==> config.mk <==
export PLATFORM = sky130hd
export DESIGN_NAME = spi_register_responder
export DESIGN_NICKNAME = d
export VERILOG_FILES = /design/src/rtl/spi_register_responder.sv
export SDC_FILE = /design/constraint.sdc
export NUM_CORES = 1
export LEC_CHECK = 0
export ABC_CLOCK_PERIOD_IN_PS = 5500
export BUFFER_PORTS_ARGS = -buffer_cell sky130_fd_sc_hd__buf_2
export CAP_MARGIN = 20
export CORE_MARGIN = 1.5
export CORE_UTILIZATION = 61
export CTS_CLUSTER_SIZE = 20
export DETAILED_ROUTE_END_ITERATION = 16
export GPL_TIMING_DRIVEN = 1
export HOLD_SLACK_MARGIN = 0.03
export PLACE_DENSITY_LB_ADDON = 0.3
export SLEW_MARGIN = 40
export SYNTH_ARGS = -nofsm -noshare
export SYNTH_HDL_FRONTEND = slang
export SYNTH_SLANG_ARGS = --single-unit
==> constraint.sdc <==
create_clock -name clk -period 5.5 [get_ports clk]
set_clock_uncertainty 0.1 [all_clocks]
set_input_delay 0.275 -clock clk [delete_from_list [all_inputs] [get_ports clk]]
set_output_delay 0.275 -clock clk [all_outputs]
set_load 0.1 [all_outputs]
==> src/rtl/spi_register_responder.sv <==
// Oversampled SPI slave: turns {rw,addr} control bytes and data bytes from an external
// master into single-cycle register-bus reads/writes and shifts read data back out.
module spi_register_responder #(
   parameter int unsigned PACKAGE_SIZE = 8,
   parameter int unsigned SYNC_STAGES  = 2
) (
   input  logic                    clk,
   input  logic                    rstb,
   input  logic                    sck,
   input  logic                    csb,
   input  logic                    sdi,
   output logic                    sdo,
   output logic                    sdo_oe,
   output logic [PACKAGE_SIZE-2:0] reg_addr,
   output logic [PACKAGE_SIZE-1:0] reg_wdata,
   output logic                    reg_we,
   output logic                    reg_re,
   input  logic [PACKAGE_SIZE-1:0] reg_rdata,
   output logic                    busy
);
   localparam int unsigned DW = PACKAGE_SIZE;
   localparam int unsigned AW = PACKAGE_SIZE - 1;
   localparam int unsigned CW = $clog2(PACKAGE_SIZE);
   localparam logic [CW-1:0] LAST_BIT = CW'(PACKAGE_SIZE - 1);

   typedef enum logic [2:0] {IDLE, CTRL, WDATA, RDATA, WAITCS} state_t;

   // Pin synchronisers: SYNC_STAGES flops plus one edge-detect flop each.
   logic [SYNC_STAGES:0] sck_q, csb_q, sdi_q;
   logic sck_rise, sck_fall, csb_rise, csb_fall, csb_cur, sdi_cur;

   always_ff @(posedge clk or posedge rstb) begin
      if (rstb) begin
         sck_q <= '0;
         csb_q <= '0;
         sdi_q <= '0;
      end else begin
         sck_q <= {sck_q[SYNC_STAGES-1:0], sck};
         csb_q <= {csb_q[SYNC_STAGES-1:0], csb};
         sdi_q <= {sdi_q[SYNC_STAGES-1:0], sdi};
      end
   end

   assign sck_rise = sck_q[SYNC_STAGES-1] & ~sck_q[SYNC_STAGES];
   assign sck_fall = ~sck_q[SYNC_STAGES-1] & sck_q[SYNC_STAGES];
   assign csb_rise = csb_q[SYNC_STAGES-1] & ~csb_q[SYNC_STAGES];
   assign csb_fall = ~csb_q[SYNC_STAGES-1] & csb_q[SYNC_STAGES];
   assign csb_cur  = csb_q[SYNC_STAGES-1];
   assign sdi_cur  = sdi_q[SYNC_STAGES];

   state_t        state, state_n;
   logic [CW-1:0] cnt, cnt_n;
   logic [DW-2:0] rx_sh, rx_n;
   logic [DW-1:0] tx_sh, tx_n, tx_cur, rx_byte;
   logic          ld, ld_n;
   logic [AW-1:0] addr_n;
   logic [DW-1:0] wdata_n;
   logic          we_n, re_n, sdo_n, oe_n, busy_n;

   always_ff @(posedge clk or posedge rstb) begin
      if (rstb) begin
         state     <= IDLE;
         cnt       <= '0;
         rx_sh     <= '0;
         tx_sh     <= '0;
         ld        <= 1'b0;
         reg_addr  <= '0;
         reg_wdata <= '0;
         reg_we    <= 1'b0;
         reg_re    <= 1'b0;
         sdo       <= 1'b0;
         sdo_oe    <= 1'b0;
         busy      <= 1'b0;
      end else begin
         state     <= state_n;
         cnt       <= cnt_n;
         rx_sh     <= rx_n;
         tx_sh     <= tx_n;
         ld        <= ld_n;
         reg_addr  <= addr_n;
         reg_wdata <= wdata_n;
         reg_we    <= we_n;
         reg_re    <= re_n;
         sdo       <= sdo_n;
         sdo_oe    <= oe_n;
         busy      <= busy_n;
      end
   end

   // Next-state and output decode; a csb rise always wins over any sck edge.
   always_comb begin
      state_n = state;
      cnt_n   = cnt;
      rx_n    = rx_sh;
      tx_n    = tx_sh;
      ld_n    = 1'b0;
      addr_n  = reg_addr;
      wdata_n = reg_wdata;
      we_n    = 1'b0;
      re_n    = 1'b0;
      sdo_n   = sdo;
      rx_byte = {rx_sh, sdi_cur};
      tx_cur  = ld ? reg_rdata : tx_sh;

      case (state)
         IDLE: begin
            if (csb_fall) begin
               state_n = CTRL;
               cnt_n   = '0;
            end else if (!csb_cur) begin
               state_n = WAITCS;
            end
         end
         WAITCS: begin
            if (csb_rise) state_n = IDLE;
         end
         CTRL: begin
            if (csb_rise) begin
               state_n = IDLE;
            end else if (sck_rise) begin
               rx_n  = rx_byte[DW-2:0];
               cnt_n = cnt + CW'(1);
               if (cnt == LAST_BIT) begin
                  cnt_n  = '0;
                  addr_n = rx_byte[AW-1:0];
                  if (rx_byte[DW-1]) begin
                     state_n = RDATA;
                     re_n    = 1'b1;
                  end else begin
                     state_n = WDATA;
                  end
               end
            end
         end
         WDATA: begin
            if (csb_rise) begin
               state_n = IDLE;
            end else if (sck_rise) begin
               rx_n  = rx_byte[DW-2:0];
               cnt_n = cnt + CW'(1);
               if (cnt == LAST_BIT) begin
                  cnt_n   = '0;
                  wdata_n = rx_byte;
                  we_n    = 1'b1;
                  state_n = CTRL;
               end
            end
         end
         RDATA: begin
            if (csb_rise) begin
               state_n = IDLE;
            end else begin
               // Read data arrives one clk after reg_re; load it the clk after that.
               ld_n = reg_re;
               tx_n = tx_cur;
               if (sck_fall) begin
                  sdo_n = tx_cur[DW-1];
                  tx_n  = {tx_cur[DW-2:0], 1'b0};
               end else if (sck_rise) begin
                  cnt_n = cnt + CW'(1);
                  if (cnt == LAST_BIT) begin
                     cnt_n  = '0;
                     addr_n = reg_addr + AW'(1);
                     re_n   = 1'b1;
                  end
               end
            end
         end
         default: state_n = IDLE;
      endcase

      if (state_n != RDATA) sdo_n = 1'b0;
      oe_n   = (state_n == RDATA);
      busy_n = (state_n == CTRL) || (state_n == WDATA) || (state_n == RDATA);
   end

endmodule
## Word-level counts from Yosys, hierarchy flattened

Index checks and enable logic that the tools add are counted.

| storage, ports and cells | value |
|---|---|
| logic and storage cells | 105 |
| input bits | 13 |
| bits in registers | 51 |

| operators by class | value |
|---|---|
| muxes and demuxes | 45 |
| reductions and logical operators | 15 |
| bitwise gates (word level) | 9 |
| equal/unequal tests | 19 |
| add/subtract/negate cells | 2 |

Operator list:

| cell | number |
|---|---|
| two-way mux 7 bit | 7 |
| two-way mux 3 bit | 15 |
| != test 2 bit, second input constant | 9 |
| two-way mux 1 bit | 17 |
| two-way mux 8 bit | 2 |
| one-hot mux 7 bit (2 select lines) | 1 |
| == test 3 x 2 -> 1 bit, second input constant | 4 |
| one-hot mux 3 bit (4 select lines) | 1 |
| one-hot mux 3 bit (3 select lines) | 1 |
| AND reduction 8 bit | 1 |
| adder 7 x 1 -> 7 bit, second input constant | 1 |
| == test 3 x 1 -> 1 bit, second input constant | 2 |
| == test 3 bit, second input constant | 2 |
| AND reduction 3 bit | 2 |
| nonzero test 2 bit | 3 |
| inverter 1 bit | 5 |
| AND reduction 5 bit | 1 |
| AND 1 bit | 4 |
| AND reduction 4 bit | 1 |
| OR reduction 2 bit | 2 |
| adder 3 x 1 -> 3 bit, second input constant | 1 |
| logical NOT 3 bit | 1 |
| != test 3 x 2 -> 1 bit, second input constant | 1 |
| nonzero test 3 bit | 1 |
| other kinds (4) | 5 |

## Logic depth before layout (Yosys ltp)

| depth | value |
|---|---|
| depth after elaboration | 8 |
| depth in mapped cells | 7 |

## Least setup slack after synthesis

Ideal clock, no wire load.

| path | value |
|---|---|
| path kind | register to register |
| start | reg reg_addr[0] |
| end | reg reg_addr[6] |
| slack | 3469 ps |
| cell stages (with the launch flop) | 6 |
| required time | 5320 ps |
| arrival time | 1851 ps |
| cells stage by stage | dfrtp_1 -> ha_1 -> and3_1 -> nand3_1 -> a21oi_1 -> a2bb2oi_1 |

| between the ends | value |
|---|---|
| word-level cells in the longest chain between the ends | 6 |

RTL lines:

| element | RTL line | source |
|---|---|---|
| from (decl) | 14 | `output logic [PACKAGE_SIZE-2:0] reg_addr,` |
| from (signal assigned) | 80 | `reg_addr <= addr_n;` |
| adder 7 x 1 -> 7 bit | 163 | `addr_n = reg_addr + AW'(1);` |
| two-way mux 7 bit | 161 | `if (cnt == LAST_BIT) begin` |
| two-way mux 7 bit | 159 | `end else if (sck_rise) begin` |
| two-way mux 7 bit | 156 | `if (sck_fall) begin` |
| two-way mux 7 bit | 150 | `if (csb_rise) begin` |
| one-hot mux 7 bit (2 select lines) | 105 | `case (state)` |

No other way between the ends. The select of a mux whose other input is x is not followed.
A chain may end at the register's enable or synchronous reset.

## Final worst setup path

| path | value |
|---|---|
| start | reg cnt[0] |
| end | reg reg_wdata[6] |

| between the ends | value |
|---|---|
| word-level cells in the longest chain between the ends | 2 |

RTL lines:

| element | RTL line | source |
|---|---|---|
| from (decl) | 52 | `logic [CW-1:0] cnt, cnt_n;` |
| from (signal assigned) | 76 | `cnt <= cnt_n;` |
| == test 3 bit | 141 | `if (cnt == LAST_BIT) begin` |
| AND reduction 4 bit (no source line) | - |  |
| to (signal assigned) | 81 | `reg_wdata <= wdata_n;` |
| to (decl) | 15 | `output logic [PACKAGE_SIZE-1:0] reg_wdata,` |

No other way between the ends.

==> flow_metrics.py <==
metrics = {
    "yosys": {
        "synth_compound_area_share_pct": 8.833,
        "synth_top_family_by_area": "simple AND/OR/NAND/NOR gates",
        "synthAdderAreaFrac_pct": 2.141,
        "netlist_area_sq_um": 2337,
        "ys_types": 36,
        "yosys.area_share.xor_xnor_pct": 0.3747,
        "synth_top_area_share_pct": 54.60,
        "synth_nets": 222,
        "ys.warnings.count": 0,
        "synth.mux.area_fraction_pct": 14.13,
        "ys_seq_area_share_pct": 54.60,
        "yosys.area.top_type": "dfrtp_1",
        "synthSimpleGateAreaFrac_pct": 16.92,
        "avgSynthCellArea_sq_um": 11.40,
        "ys_ff_latch": 51,
        "synth_cells": 205,
        "synth_area_leaders": "dfrtp_1 55%, mux2_2 12%, nand2_1 3.4%, o21ai_0 2.8%, mux2i_1 2.6%",
    },
    "critical_path": {
        "cp_slowest_cell": "nor4_4",
        "crit_path_end_kind": "flip-flop",
        "max_stage_delay_ns": 0.63,
        "r2r_cells": 5,
        "start_kind": "flip-flop",
        "required_ns": 5.58,
        "crit_top_cell": "ha_1",
        "cp_max_fo": 9,
        "path_delay_family": "simple AND/OR/NAND/NOR gates",
        "path_cells": "ha_1 -> ha_1 -> nand3b_1 -> nor4_4 -> mux2_2",
        "crit_arrival_ns": 2.22,
        "cp.depth": 5,
        "critical_path_buf_inv_count": 0,
        "crit_type": "reg -> reg",
    },
    "sta": {
        "setup_viol": 0,
        "worst_slack_ns": 3.358,
        "worstMarginPinSlew_ns": 0.6839,
        "finalCritPeriodShare_pct": 38.95,
        "slew_violations": 0,
        "hold_viol": 0,
        "slew_headroom_pct": 54.06,
        "tns_ns": 0,
        "rsz0062_at_grt": "false",
        "max_freq_mhz": 466.8,
        "period_needed_ns": 2.142,
    },
    "clock_tree": {
        "clk_latency_ns": 0.30,
        "cts_inserted_buffers": 5,
        "postCtsHoldBufs": 4,
        "clkTransAtPathRegs_ns": 0.08,
        "cts_buffer_depth": 2,
        "post_cts_buffers": 0,
        "cts_tree": "done",
        "cts-root-buf": "clkbuf_8",
        "htreeDepth": 2,
        "cts.sink_count": 51,
        "cts_resized": 0,
    },
    "global_routing": {
        "overflow": 0,
        "antenna_found_initial": 0,
        "grt_pass1_wl_microns": 7120,
        "grt_pass1_vias": 1533,
        "grt_max_degree": 52,
        "grt_usage_pct": 22.56,
    },
    "floorplanning": {
        "initial_core_util_pct": 63.84,
        "row_count": 22,
        "dieArea_sq_um": 4212,
        "design.core.area_sq_um": 3661,
        "die_x_microns": 64.90,
        "die_y_microns": 64.90,
        "io_pins": 33,
    },
    "place": {
        "place_hpwl_microns": 2985,
        "gp_congestion": 0.8157,
        "portBuffers": 32,
        "pre_cts_ws_ns": 3.354,
    },
    "drt": {
        "drc_errors": 0,
        "drtAntennaViolNets": 0,
        "drt-pass1-iter-count": 4,
        "vias": 1613,
        "via_per_inst": 5.620,
        "routed_wl_microns": 4129,
        "wl_per_cell_microns": 14.39,
        "first_iter_violations": 119,
    },
    "power_and_ir_drop": {
        "power.density_nw_per_um2": 277.3,
        "peakVddDrop_mv": 0.2813,
        "finalPower_mw": 0.7409,
        "p_leak_nw": 1.301,
    },
    "final_layout": {
        "layout_commonest_cell": "dfrtp_1",
        "final_cell_mix": "51 x dfrtp_1, 32 x buf_2, 24 x mux2_2, 21 x nand2_1",
        "fillers": 289,
        "final_nets": 255,
        "utilization_pct": 72.97,
        "drive_gt1_share_pct": 30.54,
        "diodes": 0,
        "syn_to_final_growth_pct": 14.29,
    },
    "worst_hold_path": {
        "hp-class": "in -> reg",
        "min_path_cells": 3,
    },
    "status": {
        "status": "finished clean",
    },
    "run": {
        "cap_violations": 0,
    },
}
-- metrics by stage --
step	instances	hold slack (ns)	instance area, sq um
after floorplan	205	0.2064	2337
after global placement	275	0.2313	2506
after detailed placement	275	0.2405	2511
after CTS	287	0.1353	2669
after global routing	287	0.1553	2671
final	287	0.1391	2671
-- report_power, final --
group / switching (mW) / leakage, nW / internal (mW)
Clock: 0.114 / 0.0612 / 0.147
Combinational: 0.0391 / 0.585 / 0.0273
Sequential: 0.0218 / 0.655 / 0.391
Total: 0.175 / 1.30 / 0.566
-- state kept, by name, indices dropped and copies added, names as in the netlist, 3 cells and up --
name	count
reg_wdata	8
tx_sh	8
reg_addr	7
rx_sh	7
cnt	3
csb_q	3
sck_q	3
sdi_q	3
state	3
-- final timing paths --
check / from / end / slack [ns]
worst max-delay path: cnt[0] / reg_wdata[6] / 3.36
worst min-delay path: reg_rdata[0] / tx_sh[0] / 0.14
worst max register to register: cnt[0] / reg_wdata[6] / 3.36
worst min register to register: sck_q[0] / sck_q[1] / 0.26
max in group asynchronous: rstb / rx_sh[3] / 4.40
min in group asynchronous: rstb / reg_addr[0] / 0.48
-- worst reg2reg max path: cells and delay by family (launching register included) --
family | cells | cell delay, ns
and+or+nand+nor | 2 | 0.80
muxes | 1 | 0.41
DFF | 1 | 0.37
adders and majority gates | 2 | 0.34
-- cells by family (layout without fill, tap and decap cells) --
kind of cell / after synthesis / after routing
simple gates: 70 / 70
xor+xnor: 1 / 1
fa+ha+maj: 4 / 4
compound gates: 34 / 34
buf+inv: 15 / 49
flops: 51 / 51
mux: 30 / 30
-- Yosys cell counts (all sizes together) --
cell type and number:
a21oi 10, o21ai 13, nor3b 1, ha 4, nor3 2, mux2 24
mux2i 6, o221ai 1, dfrtp 51, a31o 1, nor2b 2, o31ai 1
or2 1, buf 6, clkbuf 4, nor4 7, and3b 1, nand3 6
o22ai 2, a2bb2oi 4, and3 3, or3 2, inv 5, nand3b 3
a31oi 1, a211oi 1, nand2 21, nor2 13, nand2b 4, xnor2 1
and2 1, nor4b 2, nor4bb 1
-- routing by layer --
metal | track usage [%] | wire length [microns] | up-vias
li1 | - | - | 796
met3 | 4.167 | 154 | 4
met2 | 36.47 | 2041 | 41
met1 | 30.32 | 1895 | 772
met5 | 0 | 0 | -
met4 | 8.777 | 38 | 0
-- final cells by class --
type	count	area (sq um)	area share, %
Inverter	5	21.27	0.7963
Clock buffer	6	82.58	3.091
Timing Repair Buffer	36	200.2	7.494
Sequential cell	51	1276	47.78
Tap cell	48	60.06	2.248
Clock inverter	2	35.03	1.311
Multi-Input combinational cell	139	996.0	37.28
Note: power is estimated with default switching activity, not from simulation.
